<file path="src/rtl/mem_arbiter_if.sv">
// rtl/mem_arbiter_if.sv - fetch/data request ports and memory port of the mem_arbiter
interface mem_arbiter_if;
   logic        if_req;
   logic [15:0] if_addr;
   logic        if_ack;
   logic [15:0] if_rdata;
   logic        d_req;
   logic        d_wr;
   logic [15:0] d_addr;
   logic [15:0] d_wdata;
   logic        d_ack;
   logic [15:0] d_rdata;
   logic        mem_en;
   logic        mem_wr;
   logic [15:0] mem_addr;
   logic [15:0] mem_wdata;
   logic [15:0] mem_rdata;
   logic        busy;

   modport master (
      output if_req, if_addr, d_req, d_wr, d_addr, d_wdata, mem_rdata,
      input  if_ack, if_rdata, d_ack, d_rdata, mem_en, mem_wr, mem_addr, mem_wdata, busy
   );

   modport slave (
      input  if_req, if_addr, d_req, d_wr, d_addr, d_wdata, mem_rdata,
      output if_ack, if_rdata, d_ack, d_rdata, mem_en, mem_wr, mem_addr, mem_wdata, busy
   );
endinterface

</file>
<file path="src/rtl/mem_arbiter.sv">
// rtl/mem_arbiter.sv - fetch/data arbiter onto one memory port; MEM_ARB_STARVE_EN adds a fetch starvation guard
module mem_arbiter #(
   parameter int MEM_LAT    = 1,
   parameter int STARVE_MAX = 4
) (
   input  logic         clk,
   input  logic         rst,
   mem_arbiter_if.slave bus
);

   if (MEM_LAT < 0 || MEM_LAT > 15 || STARVE_MAX < 1 || STARVE_MAX > 15) begin : g_bad_param
      $error("mem_arbiter: parameter out of range");
   end

   typedef enum logic [1:0] {IDLE, ISSUE, WAIT, ACK} state_t;

   state_t      state, state_nxt;
   logic        owner_d;
   logic        lat_wr;
   logic [15:0] lat_addr;
   logic [15:0] lat_wdata;
   logic [15:0] if_rdata_q;
   logic [15:0] d_rdata_q;
   logic [3:0]  wait_cnt;
   logic        any_req;
   logic        grant_d;
   logic        force_if;
   logic        capture;

`ifdef MEM_ARB_STARVE_EN
   logic [3:0] starve_cnt;

   always_ff @(posedge clk or posedge rst) begin
      if (rst) begin
         starve_cnt <= 4'd0;
      end else if (state == IDLE && any_req) begin
         if (grant_d && bus.if_req) starve_cnt <= starve_cnt + 4'd1;
         else                       starve_cnt <= 4'd0;
      end
   end

   assign force_if = bus.if_req && bus.d_req && (starve_cnt == 4'(STARVE_MAX));
`else
   assign force_if = 1'b0;
`endif

   assign any_req = bus.if_req || bus.d_req;
   assign grant_d = bus.d_req && !force_if;
   // Read data lands in the last WAIT cycle, or right after ISSUE for a zero-latency memory.
   assign capture = (state == WAIT && wait_cnt == 4'd0) || (state == ISSUE && MEM_LAT == 0);

   always_ff @(posedge clk or posedge rst) begin
      if (rst) state <= IDLE;
      else     state <= state_nxt;
   end

   always_comb begin
      state_nxt = state;
      case (state)
         IDLE:    if (any_req) state_nxt = ISSUE;
         ISSUE:   state_nxt = (MEM_LAT > 0) ? WAIT : ACK;
         WAIT:    if (wait_cnt == 4'd0) state_nxt = ACK;
         ACK:     state_nxt = IDLE;
         default: state_nxt = IDLE;
      endcase
   end

   always_comb begin
      bus.mem_en = 1'b0;
      bus.mem_wr = 1'b0;
      bus.if_ack = 1'b0;
      bus.d_ack  = 1'b0;
      bus.busy   = (state != IDLE);
      case (state)
         ISSUE: begin
            bus.mem_en = 1'b1;
            bus.mem_wr = lat_wr;
         end
         ACK: begin
            bus.d_ack  = owner_d;
            bus.if_ack = !owner_d;
         end
         default: ;
      endcase
   end

   always_ff @(posedge clk or posedge rst) begin
      if (rst) begin
         owner_d    <= 1'b0;
         lat_wr     <= 1'b0;
         lat_addr   <= 16'd0;
         lat_wdata  <= 16'd0;
         if_rdata_q <= 16'd0;
         d_rdata_q  <= 16'd0;
         wait_cnt   <= 4'd0;
      end else begin
         if (state == IDLE && any_req) begin
            owner_d   <= grant_d;
            lat_wr    <= grant_d && bus.d_wr;
            lat_addr  <= grant_d ? bus.d_addr : bus.if_addr;
            lat_wdata <= grant_d ? bus.d_wdata : 16'd0;
         end
         if (state == ISSUE)
            wait_cnt <= 4'(MEM_LAT - 1);
         else if (state == WAIT && wait_cnt != 4'd0)
            wait_cnt <= wait_cnt - 4'd1;
         if (capture && !lat_wr) begin
            if (owner_d) d_rdata_q  <= bus.mem_rdata;
            else         if_rdata_q <= bus.mem_rdata;
         end
      end
   end

   assign bus.mem_addr  = lat_addr;
   assign bus.mem_wdata = lat_wdata;
   assign bus.if_rdata  = if_rdata_q;
   assign bus.d_rdata   = d_rdata_q;

endmodule

</file>
<file path="src/flat_wrapper.sv">
// flat-port wrapper written by rule: the top's interface ports become plain ports
module mem_arbiter_flat 
#(
   parameter int MEM_LAT    = 1,
   parameter int STARVE_MAX = 4
)
  (clk, rst, bus_if_req, bus_if_addr, bus_d_req, bus_d_wr, bus_d_addr, bus_d_wdata, bus_mem_rdata, bus_if_ack, bus_if_rdata, bus_d_ack, bus_d_rdata, bus_mem_en, bus_mem_wr, bus_mem_addr, bus_mem_wdata, bus_busy);
  mem_arbiter_if bus_i ();
  input  logic clk;
  input  logic rst;
  input wire logic [$bits(bus_i.if_req)-1:0] bus_if_req;
  input wire logic [$bits(bus_i.if_addr)-1:0] bus_if_addr;
  input wire logic [$bits(bus_i.d_req)-1:0] bus_d_req;
  input wire logic [$bits(bus_i.d_wr)-1:0] bus_d_wr;
  input wire logic [$bits(bus_i.d_addr)-1:0] bus_d_addr;
  input wire logic [$bits(bus_i.d_wdata)-1:0] bus_d_wdata;
  input wire logic [$bits(bus_i.mem_rdata)-1:0] bus_mem_rdata;
  output wire logic [$bits(bus_i.if_ack)-1:0] bus_if_ack;
  output wire logic [$bits(bus_i.if_rdata)-1:0] bus_if_rdata;
  output wire logic [$bits(bus_i.d_ack)-1:0] bus_d_ack;
  output wire logic [$bits(bus_i.d_rdata)-1:0] bus_d_rdata;
  output wire logic [$bits(bus_i.mem_en)-1:0] bus_mem_en;
  output wire logic [$bits(bus_i.mem_wr)-1:0] bus_mem_wr;
  output wire logic [$bits(bus_i.mem_addr)-1:0] bus_mem_addr;
  output wire logic [$bits(bus_i.mem_wdata)-1:0] bus_mem_wdata;
  output wire logic [$bits(bus_i.busy)-1:0] bus_busy;
  assign bus_i.if_req = bus_if_req;
  assign bus_i.if_addr = bus_if_addr;
  assign bus_i.d_req = bus_d_req;
  assign bus_i.d_wr = bus_d_wr;
  assign bus_i.d_addr = bus_d_addr;
  assign bus_i.d_wdata = bus_d_wdata;
  assign bus_i.mem_rdata = bus_mem_rdata;
  assign bus_if_ack = bus_i.if_ack;
  assign bus_if_rdata = bus_i.if_rdata;
  assign bus_d_ack = bus_i.d_ack;
  assign bus_d_rdata = bus_i.d_rdata;
  assign bus_mem_en = bus_i.mem_en;
  assign bus_mem_wr = bus_i.mem_wr;
  assign bus_mem_addr = bus_i.mem_addr;
  assign bus_mem_wdata = bus_i.mem_wdata;
  assign bus_busy = bus_i.busy;
  mem_arbiter #(.MEM_LAT(MEM_LAT), .STARVE_MAX(STARVE_MAX)) u_core (.clk(clk), .rst(rst), .bus(bus_i));
endmodule
</file>
<file path="config.mk">
export PLATFORM = sky130hd
export DESIGN_NAME = mem_arbiter_flat
export DESIGN_NICKNAME = d
export VERILOG_FILES = /design/src/rtl/mem_arbiter_if.sv /design/src/rtl/mem_arbiter.sv /design/src/flat_wrapper.sv
export SDC_FILE = /design/constraint.sdc
export NUM_CORES = 1
export LEC_CHECK = 0
export ABC_AREA = 0
export CELL_PAD_IN_SITES_DETAIL_PLACEMENT = 1
export CELL_PAD_IN_SITES_GLOBAL_PLACEMENT = 2
export CORE_MARGIN = 2
export CORE_UTILIZATION = 27
export CTS_CLUSTER_DIAMETER = 50
export DETAILED_ROUTE_END_ITERATION = 12
export PLACE_DENSITY_LB_ADDON = 0.1
export SKIP_CTS_REPAIR_TIMING = 1
export SKIP_LAST_GASP = 1
export SLEW_MARGIN = 20
export SYNTH_ARGS = -nofsm -noshare
export SYNTH_HDL_FRONTEND = slang
export SYNTH_SLANG_ARGS = --single-unit
</file>
<file path="constraint.sdc">
create_clock -name clk -period 6.31 [get_ports clk]
set_input_delay 1.5775 -clock clk [delete_from_list [all_inputs] [get_ports clk]]
set_output_delay 1.5775 -clock clk [all_outputs]
set_load 0.1 [all_outputs]
</file>
## After elaboration in Yosys (flattened, before gate mapping)

Index checks and enable logic that the tools add are counted.

- Register bits after elaboration: 72
- Output and inout port bits: 69
- Word-level logic and storage cells: 42

- Add/sub/neg operators: 1
- Eq/ne operators: 5
- Multiplexer cells: 11
- Bitwise gates (word level): 1
- Reductions and logical operators: 16

Operator list:

| kind | number |
|---|---|
| two-way mux 16 bit | 2 |
| two-way mux 4 bit | 2 |
| case mux 2 bit (4 select lines) | 1 |
| AND reduction 2 bit | 3 |
| logical AND 1 bit | 5 |
| equality test 2 bit, second input constant | 2 |
| zero test 4 bit | 1 |
| two-way mux 1 bit | 4 |
| two-way mux 2 bit | 2 |
| inequality test 2 x 1 -> 1 bit, second input constant | 2 |
| nonzero test 2 bit | 2 |
| nonzero test 4 bit | 1 |
| subtractor 4 x 1 -> 4 bit, second input constant | 1 |
| equality test 2 x 1 -> 1 bit, second input constant | 1 |
| zero test 1 bit | 2 |
| zero test 2 bit | 1 |
| logical OR 1 bit | 1 |
| inverter 1 bit | 1 |

## Longest topological paths before layout

Gate-level depths: netlist (run 1).

- Word-level depth: 4
- Gate-level depth with buffers: 7
- Depth with buffers taken out: 5

## Worst setup path after synthesis (run 1)

OpenSTA, ideal clock, no wires.

- Path kind: flip-flop to output port
- Start: register u_core.state[1]
- End: output bus_mem_wr
- Arrival time: 2230 ps
- Data required time: 4733 ps
- Slack: 2502 ps
- Stages on the path, launching flop included: 4
- Buffers on the path: 0
- Path through: dfrtp_1 -> inv_1 -> ha_1 -> and2_1

- Longest elaborated chain between the ends: 2

Ends and longest elaborated chain:

| what | RTL line | text |
|---|---|---|
| from (decl) | mem_arbiter.sv:17 | `state_t state, state_nxt;` |
| from (signal assigned) | mem_arbiter.sv:54 | `else state <= state_nxt;` |
| equality test 2 x 1 -> 1 bit | n/a |  |
| two-way mux 1 bit | mem_arbiter.sv:74 | `case (state)` |
| to (decl) | flat_wrapper.sv:23 | `output wire logic [$bits(bus_i.mem_wr)-1:0] bus_mem_wr;` |

No other way between the ends.

## Worst setup path in the final report (run 1)

- Start: register u_core.state[0]
- End: output bus_busy

- Longest elaborated chain between the ends: 1

Ends and longest elaborated chain:

| what | RTL line | text |
|---|---|---|
| nonzero test 2 bit | mem_arbiter.sv:73 | `bus.busy = (state != IDLE);` |
| to (decl) | flat_wrapper.sv:26 | `output wire logic [$bits(bus_i.busy)-1:0] bus_busy;` |

No other way between the ends.

==> results.tsv, run 1 <==
stage	metric	value	unit
logic_synthesis	most repeated cell in the gate-level netlist after synthesis	dfrtp_1	
logic_synthesis	synthesis-stage register bit count	72	
drt	DR vias	2420	
timing	Setup Viol. Count Final	0	
logic_synthesis	part of the Yosys area used for sequential elements	57.5	%
placed_design	last weighted congestion value of the routability-driven placer	0.692	
logic_synthesis	most area-hungry cell type in the Yosys netlist	dfrtp_1	
grt	first-pass GRT wire length	13.6	mm
logic_synthesis	Async SR Flop Fraction	100	%
timing	worst slew pin tran	1.02	ns
cts	Worst-path clk slew	0.06	ns
drt	detailed-route wire length	8.21	mm
drt	final routed wire length divided by cell count	15.0	µm
grt	number of antenna violations at the first check in global routing	0	
critical_path	Worst Setup Path Type	flop to primary output	
die	IO Pins	138	
drt	final antenna-violating net count	0	
timing	Max Transition Viols Final	0	
timing	unrepaired setup endpoints after global routing	no	
cts	clock insertion delay at the later pin of the skew report	0.33	ns
run_status	result of the run	completed	
cts	htree depth	3	
finish	n_diodes	0	
finish	share of layout cells above drive strength 1	15.1	%
logic_synthesis	area of the mapped netlist	3140	µm²
finish	Final Instance Count excl. Fillers	547	
grt	maximum number of pins on one net before global-route repair	41	
timing	final worst path period share	63.7	%
timing	worst hold slack	0.462	ns
placed_design	worst slack at placement	2.64	ns
die	initial standard-cell utilization of the core	27.6	%
critical_path	kind of capture point of the worst setup path	primary output	
logic_synthesis	synthesized net count	338	
critical_path	data required time at the worst endpoint	4.73	ns
timing	clock skew	0.00985	ns
logic_synthesis	Yosys warnings	0	
cts	CTS tree	built	
placed_design	DP HPWL	5.90	mm
cts	library cell used as clock root buffer	clkbuf_16	
grt	global routing usage summed across all routing layers	13.8	%
placed_design	number of buffer cells added on primary ports	137	
die	core box area	11400	µm²
drt	Pre-Repair DR Iteration Count	4	
placed_design	placed cells	531	
run	Max Cap Viol	0	
critical_path	Worst setup SP type	flop	
die	Core Rows	39	
die	vertical die dimension	112	µm
timing	fmax	0.249	GHz
die	die area	12500	µm²
timing	final hold violation count	0	
logic_synthesis	Cell variety after synth	28	
logic_synthesis	instance count of the mapped netlist	262	
grt	global-route congestion overflow total	0	
logic_synthesis	cell types with the largest area share after synthesis	dfrtp_1 57%, mux2_2 7.5%, nand2_1 6.6%	
cts	count of clock tree sinks	72	
logic_synthesis	top flip-flop cell by instance count after synthesis	dfrtp_1	
finish	# nets final	475	
timing	worst setup margin	2.29	ns
logic_synthesis	syn_area_per_cell	12.0	µm²
grt	via count of the first global-routing pass	2594	
logic_synthesis	Synth top cells by count	72 x dfrtp_1, 55 x nand2_1, 21 x mux2_2, 18 x nand3_1	
timing	total negative setup slack	0	ns
drt	Vias/cell	4.42	
timing	Max-slew headroom	31.9	%
min_path	path class of the lowest-slack min-delay path	flop to flop	
critical_path	worst-path fanout max	21	
logic_synthesis	number of synthesized flops with an enable pin	0	
cts	Max Buffers Root-to-Sink	2	
drt	count of unresolved DRC violations after routing	0	
timing	final critical-path required period	4.02	ns
finish	Layout area overhead	58.9	%
drt	number of violations reported at the end of detailed-routing iteration 0	74	
logic_synthesis	portion of synthesized cell area occupied by the leading cell type	57.5	%
die	Die Width	112	µm
cts	number of clock buffers inserted by TritonCTS	9	
critical_path	Worst Path Arrival	2.44	ns
## worst paths after layout
check | slack (ns) | start | cells past startpoint | end
min | 0.46 | u_core.bus.mem_wdata[9]$_DFFE_PP0P_ | 2 | u_core.bus.mem_wdata[9]$_DFFE_PP0P_
max in group asynchronous | 3.63 | rst | 3 | u_core.wait_cnt[3]$_DFFE_PP0P_
max reg2reg | 4.41 | u_core.state[0]$_DFFE_PP0P_ | 5 | u_core.bus.if_rdata[7]$_DFFE_PP0P_
min in group asynchronous | 1.67 | rst | 2 | u_core.bus.d_rdata[15]$_DFFE_PP0P_
max | 2.29 | u_core.state[0]$_DFFE_PP0P_ | 5 | bus_busy
min reg2reg | 0.46 | u_core.bus.mem_wdata[9]$_DFFE_PP0P_ | 2 | u_core.bus.mem_wdata[9]$_DFFE_PP0P_
## placed cells by master (no fill, tap or decap), drive strengths merged, types with 2 or more instances in the layout
master,synthesis,final
mux2,33,33
dfrtp,72,72
o21ai,18,18
nor4b,2,2
ha,7,7
clkdlybuf4s50,0,136
clkinv,0,5
bufinv,0,2
nor2,3,3
clkbuf,7,9
a21oi,3,3
mux2i,17,17
buf,7,4
nand3,18,18
nand2,57,57
inv,6,6
and2,3,3
## state kept, by name, indices dropped and copies added, names as in the netlist
signal	cells
u_core.bus.d_rdata	16
u_core.bus.if_rdata	16
u_core.bus.mem_addr	16
u_core.bus.mem_wdata	16
u_core.wait_cnt	4
u_core.state	2
u_core.lat_wr	1
u_core.owner_d	1
## worst max-delay path, cell delays in order (launching register included)
cell and delay (ns):
dfrtp_1 0.40, inv_1 0.10, ha_1 0.20, buf_4 0.21
inv_1 0.08, clkdlybuf4s50_1 1.12
## layout make-up
type	instances	area, µm²
fill	1225	6390
inverter	6	22.5
clock inverter	7	96.3
clock buffer	9	225
sequential	72	1800
timing repair buffer	140	1410
tap	143	179
multi-input combinational	170	1250
## cells by family (layout without fill, tap and decap cells)
group | Yosys count | after routing | share of synthesized area (%)
compound gates | 23 | 23 | 3.91
mux | 50 | 50 | 18.7
simple gates | 90 | 90 | 14.0
flops | 72 | 72 | 57.5
buf+inv | 20 | 162 | 3.07
fa+ha+maj | 7 | 7 | 2.79
## per-layer routing
metal  vias to the layer above  share of wire [%]  global-route usage (%)
li1                       1161                  -                       -
met1                      1156                 44                    16.8
met2                        91                 44                    21.4
met3                        12                 10                    6.21
met4                         0                1.6                    5.43
met5                         -                  0                       0
## per-stage QoR
step / util (%) / instance area, µm²
5_1_grt: 43.8 / 4980
4_1_cts: 43.8 / 4980
2_1_floorplan: - / 3140
3_5_place_dp: 41.0 / 4660
6_report: 43.8 / 4980
3_3_place_gp: 40.8 / 4630
Power of run 1 is left out: the tool's default activity adds up to more than one toggle a clock period on the data nets, which glitch-free logic cannot reach.
==> run 2, diff against run 1 <==
--- a/config.mk
+++ b/config.mk
@@ -9,7 +9,7 @@
 export CELL_PAD_IN_SITES_DETAIL_PLACEMENT = 1
 export CELL_PAD_IN_SITES_GLOBAL_PLACEMENT = 2
 export CORE_MARGIN = 2
-export CORE_UTILIZATION = 27
+export CORE_UTILIZATION = 25
 export CTS_CLUSTER_DIAMETER = 50
 export DETAILED_ROUTE_END_ITERATION = 12
 export PLACE_DENSITY_LB_ADDON = 0.1
==> constraint.sdc (replaced) <==
create_clock -name clk -period 4.13 [get_ports clk]
set_input_delay 1.0325 -clock clk [delete_from_list [all_inputs] [get_ports clk]]
set_output_delay 1.0325 -clock clk [all_outputs]
set_load 0.1 [all_outputs]
==> run 2 against run 1 <==
Against the previous run:
- sequential cell count is the same
- die area rose by 7.7%
- setup slack got worse by 1.0 ns
- highest routed layer unchanged
- global-route usage decreased by 0.56 points
- sequential share of layout area is essentially flat
- cell count increased by 4.9%
- utilization decreased by 2.6 points
- clock skew is 0.0058 ns lower
==> results.tsv, run 2 (synthesis gave the netlist of run 1 again) <==
stage	metric	value	unit
run_status	result of the run	completed	
cts	number of clock buffers inserted by TritonCTS	9	
critical_path	cell count of the worst reg-to-reg path	5	
critical_path	library cell contributing the largest single delay on the critical path	clkdlybuf4s50_1	
run	Max Cap Viol	0	
placed_design	number of buffer cells added on primary ports	137	
critical_path	Worst setup SP type	flop	
drt	Vias/cell	4.26	
cts	count of clock tree sinks	72	
grt	M3 GR Usage	5.81	%
critical_path	CP bufs+invs	1	
cts	clock insertion delay at the later pin of the skew report	0.33	ns
grt	via count of the first global-routing pass	2643	
drt	final routed wire length divided by cell count	14.7	µm
drt	DR vias	2446	
timing	Setup Viol. Count Final	0	
cts	htree depth	3	
critical_path	CP cell instances	clkdlybuf4s50_1	
finish	n_diodes	0	
drt	count of unresolved DRC violations after routing	0	
grt	global-route congestion overflow total	0	
critical_path	Max stage delay on crit path	1.17	ns
timing	Max Transition Viols Final	0	
critical_path	Worst Path Arrival	1.85	ns
cts	CTS tree	built	
cts	Worst-path clk slew	0.06	ns
grt	busiest layer in global routing	met2	
drt	final antenna-violating net count	0	
placed_design	standard cell area after detailed placement	4670	µm²
finish	post-route core utilization	41.2	%
grt	global routing usage summed across all routing layers	13.2	%
finish	commonest non-fill, non-tap cell in the layout	clkdlybuf4s50_1	
timing	final hold violation count	0	
timing	final worst path period share	69.8	%
finish	# nets final	477	
critical_path	kind of capture point of the worst setup path	primary output	
placed_design	last weighted congestion value of the routability-driven placer	0.672	
critical_path	logic depth of the worst path, buffers included	1	
die	vertical die dimension	116	µm
finish	leading cell types in the layout, fill and taps excluded	131 x clkdlybuf4s50_1, 72 x dfrtp_1, 55 x nand2_1, 21 x mux2_2, 18 x nand3_1	
timing	unrepaired setup endpoints after global routing	no	
timing	Max-slew headroom	31.8	%
critical_path	internal reg-to-reg setup slack	2.23	ns
die	Die Width	116	µm
critical_path	data required time at the worst endpoint	3.10	ns
die	die area	13500	µm²
timing	worst hold slack	0.465	ns
die	initial standard-cell utilization of the core	25.9	%
die	core box area	12100	µm²
timing	final critical-path required period	2.88	ns
grt	maximum number of pins on one net before global-route repair	39	
grt	first-pass GRT wire length	13.7	mm
drt	detailed-route wire length	8.44	mm
timing	fmax	0.347	GHz
critical_path	worst-path fanout max	2	
placed_design	DP HPWL	6.09	mm
grt	met2 Usage GRT	20.7	%
timing	total negative setup slack	0	ns
finish	Layout area overhead	59.1	%
cts	library cell used as clock root buffer	clkbuf_16	
die	Core Rows	40	
grt	GR met1 Demand/Resource	16.2	%
drt	number of violations reported at the end of detailed-routing iteration 0	77	
grt	number of antenna violations at the first check in global routing	0	
drt	Pre-Repair DR Iteration Count	4	
cts	Max Buffers Root-to-Sink	2	
finish	final std cell area, no fill	4990	µm²
min_path	number of instances on the worst hold path	2	
timing	worst slew pin tran	1.02	ns
die	IO Pins	138	
finish	share of layout cells above drive strength 1	16.5	%
critical_path	Worst Setup Path Type	flop to primary output	
timing	clock skew	0.00410	ns
min_path	path class of the lowest-slack min-delay path	flop to flop	
critical_path	category of cells accounting for the largest share of critical-path delay	buffers and inverters	
-- run 2: cell count changes in the layout (fill, tap and decap cells not counted), sizes merged --
cell and change:
buf +7, clkdlybuf4s50 -5, clkbuf +1, clkinv -1
-- run 2: path summary, 6_finish.rpt --
| kind | startpoint | endpoint |
|---|---|---|
| min in group asynchronous | rst | u_core.bus.mem_wdata[9]$_DFFE_PP0P_ |
| setup reg to reg | u_core.state[0]$_DFFE_PP0P_ | u_core.bus.if_rdata[6]$_DFFE_PP0P_ |
| hold reg to reg | u_core.bus.mem_wdata[0]$_DFFE_PP0P_ | u_core.bus.mem_wdata[0]$_DFFE_PP0P_ |
| max in group asynchronous | rst | u_core.bus.d_rdata[8]$_DFFE_PP0P_ |
| hold / removal | u_core.bus.mem_wdata[0]$_DFFE_PP0P_ | u_core.bus.mem_wdata[0]$_DFFE_PP0P_ |
| setup / recovery | u_core.bus.mem_wdata[2]$_DFFE_PP0P_ | bus_mem_wdata[2] |
-- run 2: area by class of cell --
class                           instances  area, µm²
Inverter                                6       22.5
Sequential cell                        72       1800
Fill cell                            1363       7120
Timing Repair Buffer                  142       1390
Multi-Input combinational cell        170       1250
Tap cell                              168        210
Clock inverter                          6       83.8
Clock buffer                           10        229
-- run 2: metrics by stage --
step	instances	worst slack, ns
2_1_floorplan	262	0.867
3_3_place_gp	558	1.42
3_5_place_dp	558	1.37
4_1_cts	574	1.21
5_1_grt	574	1.18
6_report	574	1.25
-- run 2: metal layers --
layer | share of wire [%] | routed length, µm
met1 | 43 | 3650
met2 | 46 | 3860
met3 | 9.8 | 825
met4 | 1.3 | 112
met5 | 0 | 0
-- run 2: worst register-to-register path, delay by kind of cell, from the launching register on --
kind | cells | cell delay (ns)
mux | 1 | 0.36
fa+ha+maj | 1 | 0.35
buf+inv | 1 | 0.13
simple gates | 2 | 0.53
flops | 1 | 0.42
Power of run 2 is left out for the same reason.
